**src/rtl/jt12_mix.sv**
```systemverilog
// jt12_mix: NCH-channel mixer with a Q4.4 gain per channel, one shared MAC and a saturating output.
// Latency: in_sample taken on cen cycle k gives snd/snd_sample after the edge of cen cycle k+NCH+1.
// Backpressure: none; in_sample while busy is dropped and sets drop. JT12_MIX_READBACK_EN enables dout readback.
module jt12_mix #(
    parameter int NCH  = 4,
    parameter int W    = 16,
    parameter int OUTW = 16,
    parameter int GW   = 8
) (
    input  logic                 clk,
    input  logic                 rst_n,
    input  logic                 cen,
    input  logic [7:0]           din,
    input  logic [3:0]           addr,
    input  logic                 cs_n,
    input  logic                 wr_n,
    output logic [7:0]           dout,
    input  logic [NCH*W-1:0]     ch_in,
    input  logic                 in_sample,
    output logic [OUTW-1:0]      snd,
    output logic                 snd_sample,
    output logic                 busy
);

    // Accumulator is wide enough for NCH <= 8 full-scale products, so it never wraps.
    localparam int AW = W + GW + 3;
    localparam int IW = $clog2(NCH);
    localparam logic [GW-1:0] UNITY = GW'(16);

    typedef enum logic [1:0] {
        ST_IDLE = 2'd0,
        ST_ACC  = 2'd1,
        ST_OUT  = 2'd2
    } state_t;

    state_t                 state_q, state_d;
    logic [NCH*W-1:0]       snap_q;
    logic signed [AW-1:0]   acc_q, acc_d;
    logic [IW-1:0]          idx_q;
    logic                   busy_q;
    logic [OUTW-1:0]        snd_q;
    logic                   snd_sample_q;
    logic [GW-1:0]          gain_q [NCH];
    logic                   mute_q, ovf_q, drop_q;

    logic                   bus_wr, ctrl_wr;
    logic                   out_fire, ovf_set, drop_set, ovf_clr, drop_clr;
    logic signed [W-1:0]    cur_smp;
    logic [GW-1:0]          cur_gain;
    logic signed [W+GW:0]   prod;
    logic signed [AW-1:0]   r_sh;
    logic [AW-OUTW:0]       r_hi;
    logic                   clip;
    logic [OUTW-1:0]        sat_r;

    assign bus_wr   = !cs_n && !wr_n;
    assign ctrl_wr  = bus_wr && (addr == 4'hF);
    assign out_fire = cen && (state_q == ST_OUT);
    assign drop_set = cen && in_sample && (state_q != ST_IDLE);
    assign ovf_set  = out_fire && clip;
    assign ovf_clr  = ctrl_wr && din[1];
    assign drop_clr = ctrl_wr && din[2];

    // MAC operand selection: signed sample times zero-extended (unsigned) gain.
    assign cur_smp  = snap_q[idx_q*W +: W];
    assign cur_gain = gain_q[idx_q];
    assign prod     = cur_smp * $signed({1'b0, cur_gain});
    assign acc_d    = acc_q + {{(AW-W-GW-1){prod[W+GW]}}, prod};

    // Remove the Q4.4 fraction (floor), then clip when the upper bits are not a pure sign extension.
    assign r_sh  = acc_q >>> 4;
    assign r_hi  = r_sh[AW-1:OUTW-1];
    assign clip  = !((&r_hi) || !(|r_hi));
    assign sat_r = !clip      ? r_sh[OUTW-1:0] :
                   r_sh[AW-1] ? {1'b1, {(OUTW-1){1'b0}}} :
                                {1'b0, {(OUTW-1){1'b1}}};

    // Next-state logic of the IDLE -> ACC -> OUT sequencer; it only moves on cen cycles.
    always_comb begin
        state_d = state_q;
        if (cen) begin
            case (state_q)
                ST_IDLE: if (in_sample) state_d = ST_ACC;
                ST_ACC:  if (idx_q == IW'(NCH-1)) state_d = ST_OUT;
                ST_OUT:  state_d = ST_IDLE;
                default: state_d = ST_IDLE;
            endcase
        end
    end

    // Sequencer state register.
    always_ff @(posedge clk or negedge rst_n) begin
        if (!rst_n) state_q <= ST_IDLE;
        else        state_q <= state_d;
    end

    // Datapath: snapshot on accept, one MAC per cen cycle, registered saturated output and strobe.
    always_ff @(posedge clk or negedge rst_n) begin
        if (!rst_n) begin
            snap_q       <= '0;
            acc_q        <= '0;
            idx_q        <= '0;
            busy_q       <= 1'b0;
            snd_q        <= '0;
            snd_sample_q <= 1'b0;
        end else begin
            snd_sample_q <= out_fire;
            if (cen) begin
                case (state_q)
                    ST_IDLE: begin
                        if (in_sample) begin
                            snap_q <= ch_in;
                            acc_q  <= '0;
                            idx_q  <= '0;
                            busy_q <= 1'b1;
                        end
                    end
                    ST_ACC: begin
                        acc_q <= acc_d;
                        idx_q <= idx_q + 1'b1;
                    end
                    ST_OUT: begin
                        snd_q  <= mute_q ? '0 : sat_r;
                        busy_q <= 1'b0;
                    end
                    default: ;
                endcase
            end
        end
    end

    // Bus-writable gains and control; sticky flags win over a same-edge clear so no event is lost.
    always_ff @(posedge clk or negedge rst_n) begin
        if (!rst_n) begin
            for (int i = 0; i < NCH; i++) gain_q[i] <= UNITY;
            mute_q <= 1'b0;
            ovf_q  <= 1'b0;
            drop_q <= 1'b0;
        end else begin
            if (bus_wr) begin
                for (int i = 0; i < NCH; i++) begin
                    if (addr == 4'(i)) gain_q[i] <= GW'(din);
                end
            end
            if (ctrl_wr) mute_q <= din[0];
            ovf_q  <= (ovf_q  & ~ovf_clr)  | ovf_set;
            drop_q <= (drop_q & ~drop_clr) | drop_set;
        end
    end

`ifdef JT12_MIX_READBACK_EN
    logic [7:0] rd_dat;
    logic [7:0] dout_q;

    // Read mux: gain registers, control/status, zero elsewhere.
    always_comb begin
        rd_dat = 8'd0;
        for (int i = 0; i < NCH; i++) begin
            if (addr == 4'(i)) rd_dat = 8'(gain_q[i]);
        end
        if (addr == 4'hF) rd_dat = {5'd0, drop_q, ovf_q, mute_q};
    end

    // Registered read data, updated only on read cycles.
    always_ff @(posedge clk or negedge rst_n) begin
        if (!rst_n)             dout_q <= 8'd0;
        else if (!cs_n && wr_n) dout_q <= rd_dat;
    end

    assign dout = dout_q;
`else
    assign dout = 8'd0;
`endif

    assign snd        = snd_q;
    assign snd_sample = snd_sample_q;
    assign busy       = busy_q;

endmodule

```
**config.mk**
```make
export PLATFORM = sky130hd
export DESIGN_NAME = jt12_mix
export DESIGN_NICKNAME = d
export VERILOG_FILES = /design/src/rtl/jt12_mix.sv
export SDC_FILE = /design/constraint.sdc
export NUM_CORES = 1
export LEC_CHECK = 0
export ABC_AREA = 1
export BUFFER_PORTS_ARGS = -buffer_cell sky130_fd_sc_hd__buf_2
export CAP_MARGIN = 30
export CORE_ASPECT_RATIO = 1.5
export CORE_MARGIN = 3
export CORE_UTILIZATION = 55
export CTS_BUF_LIST = sky130_fd_sc_hd__clkbuf_8
export DETAILED_ROUTE_END_ITERATION = 8
export PLACE_DENSITY = 0.72
export SETUP_SLACK_MARGIN = 0.5
export SLEW_MARGIN = 20
export SYNTH_ARGS = -nofsm -noshare
export SYNTH_HDL_FRONTEND = slang
export SYNTH_SLANG_ARGS = --single-unit
```
**constraint.sdc**
```tcl
create_clock -name clk -period 9.8 [get_ports clk]
set_input_delay 1.96 -clock clk [delete_from_list [all_inputs] [get_ports clk]]
set_output_delay 1.96 -clock clk [all_outputs]
set_load 0.05 [all_outputs]
```
==> results.md <==
* Area delta synth->final at 8.82%
* Critical Path Max Stage Delay at 0.67 ns
* Fin crit share at approximately 80%
* IO Count at 108
* Via/cell ratio at 5.22
* Hold_buf cts at 0
* CP top delay family: adder cells
* WL/cell at around 15 µm
* Leading area contributor after synthesis: dfrtp_1
* First-pass iteration count of the detailed router at 6
* Post-synthesis register bit count at roughly 150
* Outcome: finished, final reports clean
* Synth top area cells: dfrtp_1, fa_1, nand2_1
* Number of post-CTS setup repair buffers at 0
* DP HPWL at 23900 µm
* Mapped Cells at 1560
* Initial Util at 56.2%
* DRT antenna net count at 0
* Hold Path Class: register to register
* Mean post-synth cell area at 8.33 µm²
* Clock slew seen by the registers of the worst setup and hold paths at ~0.090 ns
* Residual DRC at 0
* Hold Fails Final Rpt at 0
* Height of the die at about 200 µm
* Seq/Total Area, Yosys at around 28%
* CTS tree: built
* Min cycle time layout at 7.85 ns
* Number of flops mapped to enable cells by yosys at 0
* Hold slack at 0.486 ns
* Tightest Pin Transition at ~0.95 ns
* CP max FO at 50
* Gr usage total at 24.3%
* Initial antenna violation count at 0
* CP startpoint kind: register
* Yosys warns at 0
* Slowest CP cell: a32oi_2
* Die width at 132 µm
* Post-CTS sizing at 0
* Overall via count from detail_route at 10300
* Syn Std Cell Area at 13000 µm²
* Std-Cell Rows at approximately 70
* Placed cell area at 13600 µm²
* Die area at 25600 µm²
* GRT Residual Overflow at 0
* Vias in the first global route at 10900
* Synth top area share at 27.3%
* Arrival time of the worst setup path at about 8.2 ns
* Maxcap violations at 0
* Clock skew at 0.0268 ns
* Crit Path Category: register to register
* Max_slew headroom at a little over a third
* Clock Sinks at 146
* Final WL at 29900 µm
* Ys flop type: dfrtp_1
* Core Box Area at 23100 µm²
* RSZ-0062 raised after global routing: no
* Post-route setup TNS at 0 ns
* Setup Viol. Count Final at 0
* Critical Path RT at 10.17 ns
* Finished Cell Area at 14100 µm²
* Share of layout cells above drive strength 1 at 15.3%
* Clk root buf: clkbuf_8
* GP Congestion at slightly above 0.9
* Largest net degree at the start of global routing at 95
* Final net count at 1909
* Synth async-reset ratio at 100%
* PortBufs at 99
* H-tree levels at 4
* Maximum clock rate at 127 MHz
* Total CTS buffers at 17
* Critical Path End Type: register
* CTS max path bufs at 2
* Most used cell, CP: inv_1
* Slew Viols, Final at 0
* Library cells used by synthesis at 49
* Clk Latency, worst-skew pair at 0.49 ns
* DR iter-0 viols at 450
* # diodes at 0
* First-pass GRT wire length at 50600 µm
* Worst path buffer plus inverter count at 7
==> layout by cell type, fill, tap and decap left out, types with 4 or more instances in the layout <==
| cell type | count |
|---|---|
| a21o_1 | 5 |
| a21oi_1 | 76 |
| a32oi_1 | 4 |
| a32oi_2 | 16 |
| buf_2 | 98 |
| buf_4 | 5 |
| bufinv_16 | 4 |
| clkbuf_8 | 18 |
| conb_1 | 8 |
| dfrtp_1 | 142 |
| dfstp_2 | 4 |
| fa_1 | 103 |
| ha_1 | 79 |
| inv_1 | 265 |
| inv_2 | 12 |
| inv_6 | 4 |
| mux2_2 | 15 |
| mux2_4 | 49 |
| nand2_1 | 388 |
| nand3_1 | 34 |
| nand4_1 | 10 |
| nor2_1 | 137 |
| nor2_2 | 4 |
| nor3_1 | 10 |
| o21ai_0 | 82 |
| o21ai_1 | 19 |
| o21bai_1 | 5 |
| xnor2_1 | 8 |
| xor2_1 | 12 |
==> layer usage <==
| layer | routed length (µm) | vias up | GRT usage [%] |
|---|---|---|---|
| li1 | - | 5068 | - |
| met2 | 15900 | 246 | 45.8 |
| met3 | 1060 | 75 | 3.58 |
| met4 | 1340 | 0 | 11.6 |
| met5 | 0 | - | 0 |
| met1 | 11600 | 4917 | 26.5 |
==> final timing paths <==
path	from	end	slack [ns]	cells after the start
worst max register to register	idx_q[0]	acc_q[22]	1.95	29
worst min register to register	snd[1]	snd[1]	0.49	2
worst min-delay path	snd[1]	snd[1]	0.49	2
min in group asynchronous	rst_n	acc_q[12]	1.39	1
worst max-delay path	idx_q[0]	acc_q[22]	1.95	29
max in group asynchronous	rst_n	snap_q[7]	7.38	2
==> cell usage after synthesis (all sizes together), types with 2 or more instances <==
cell type and instances:
and2 2, o21bai 5, a32oi 22, xor2 12
o22ai 3, nor2 143, xnor2 8, nand4 10
a21o 5, a22o 2, nand2 392, a31oi 2
inv 276, nor3 11, dfstp 4, clkbuf 3
fa 103, o21ai 102, mux2 64, dfrtp 142
buf 44, ha 79, a21oi 77, nor4 4
nand3 36
==> sequential cells by signal (all words and copies together), names as in the netlist <==
register / count
idx_q: 2
snd_sample: 1
snap_q: 64
mute_q: 1
snd: 16
state_q: 2
acc_q: 27
busy: 1
gain_q: 32
==> layout make-up <==
| class | count | area, µm² |
|---|---|---|
| clock inverter | 14 | 201 |
| fill | 2136 | 9000 |
| clock buffer | 18 | 248 |
| sequential | 146 | 3660 |
| multi-input combinational | 1098 | 8020 |
| timing repair buffer | 106 | 587 |
| inverter | 276 | 1040 |
| tap | 315 | 394 |
==> kinds of logic (layout without fill, tap and decap cells) <==
logic type	count (synthesis)	in the layout	share of synthesized area (%)
AO/OA/AOI/OAI	223	223	11.0
XOR/XNOR	20	20	1.35
adder cells (fa/ha/maj)	182	182	23.5
buffers and inverters	323	414	10.4
flip-flops	146	146	28.1
multiplexers	64	64	6.96
other	1	8	0.0288
AND/OR/NAND/NOR	601	601	18.7
==> per-stage QoR <==
step | worst slack [ns] | instances | utilization [%]
final | 1.95 | 1973 | 61.1
after global routing | 1.41 | 1973 | 61.1
after CTS | 1.98 | 1971 | 60.9
after detailed placement | 1.98 | 1939 | 59.0
after global placement | 2.12 | 1939 | 59.0
after floorplan | 3.92 | 1567 | -
==> worst reg2reg max path: cells and delay by family (launching register included) <==
family,cells,cell delay (ns)
AO/OA/AOI/OAI,2,0.73
XOR/XNOR,1,0.11
adder cells (fa/ha/maj),6,2.88
buffers and inverters,7,1.18
flip-flops,1,0.45
AND/OR/NAND/NOR,13,2.37
Power is left out: the tool's default activity adds up to more than one toggle a clock period on the data nets, which glitch-free logic cannot reach.
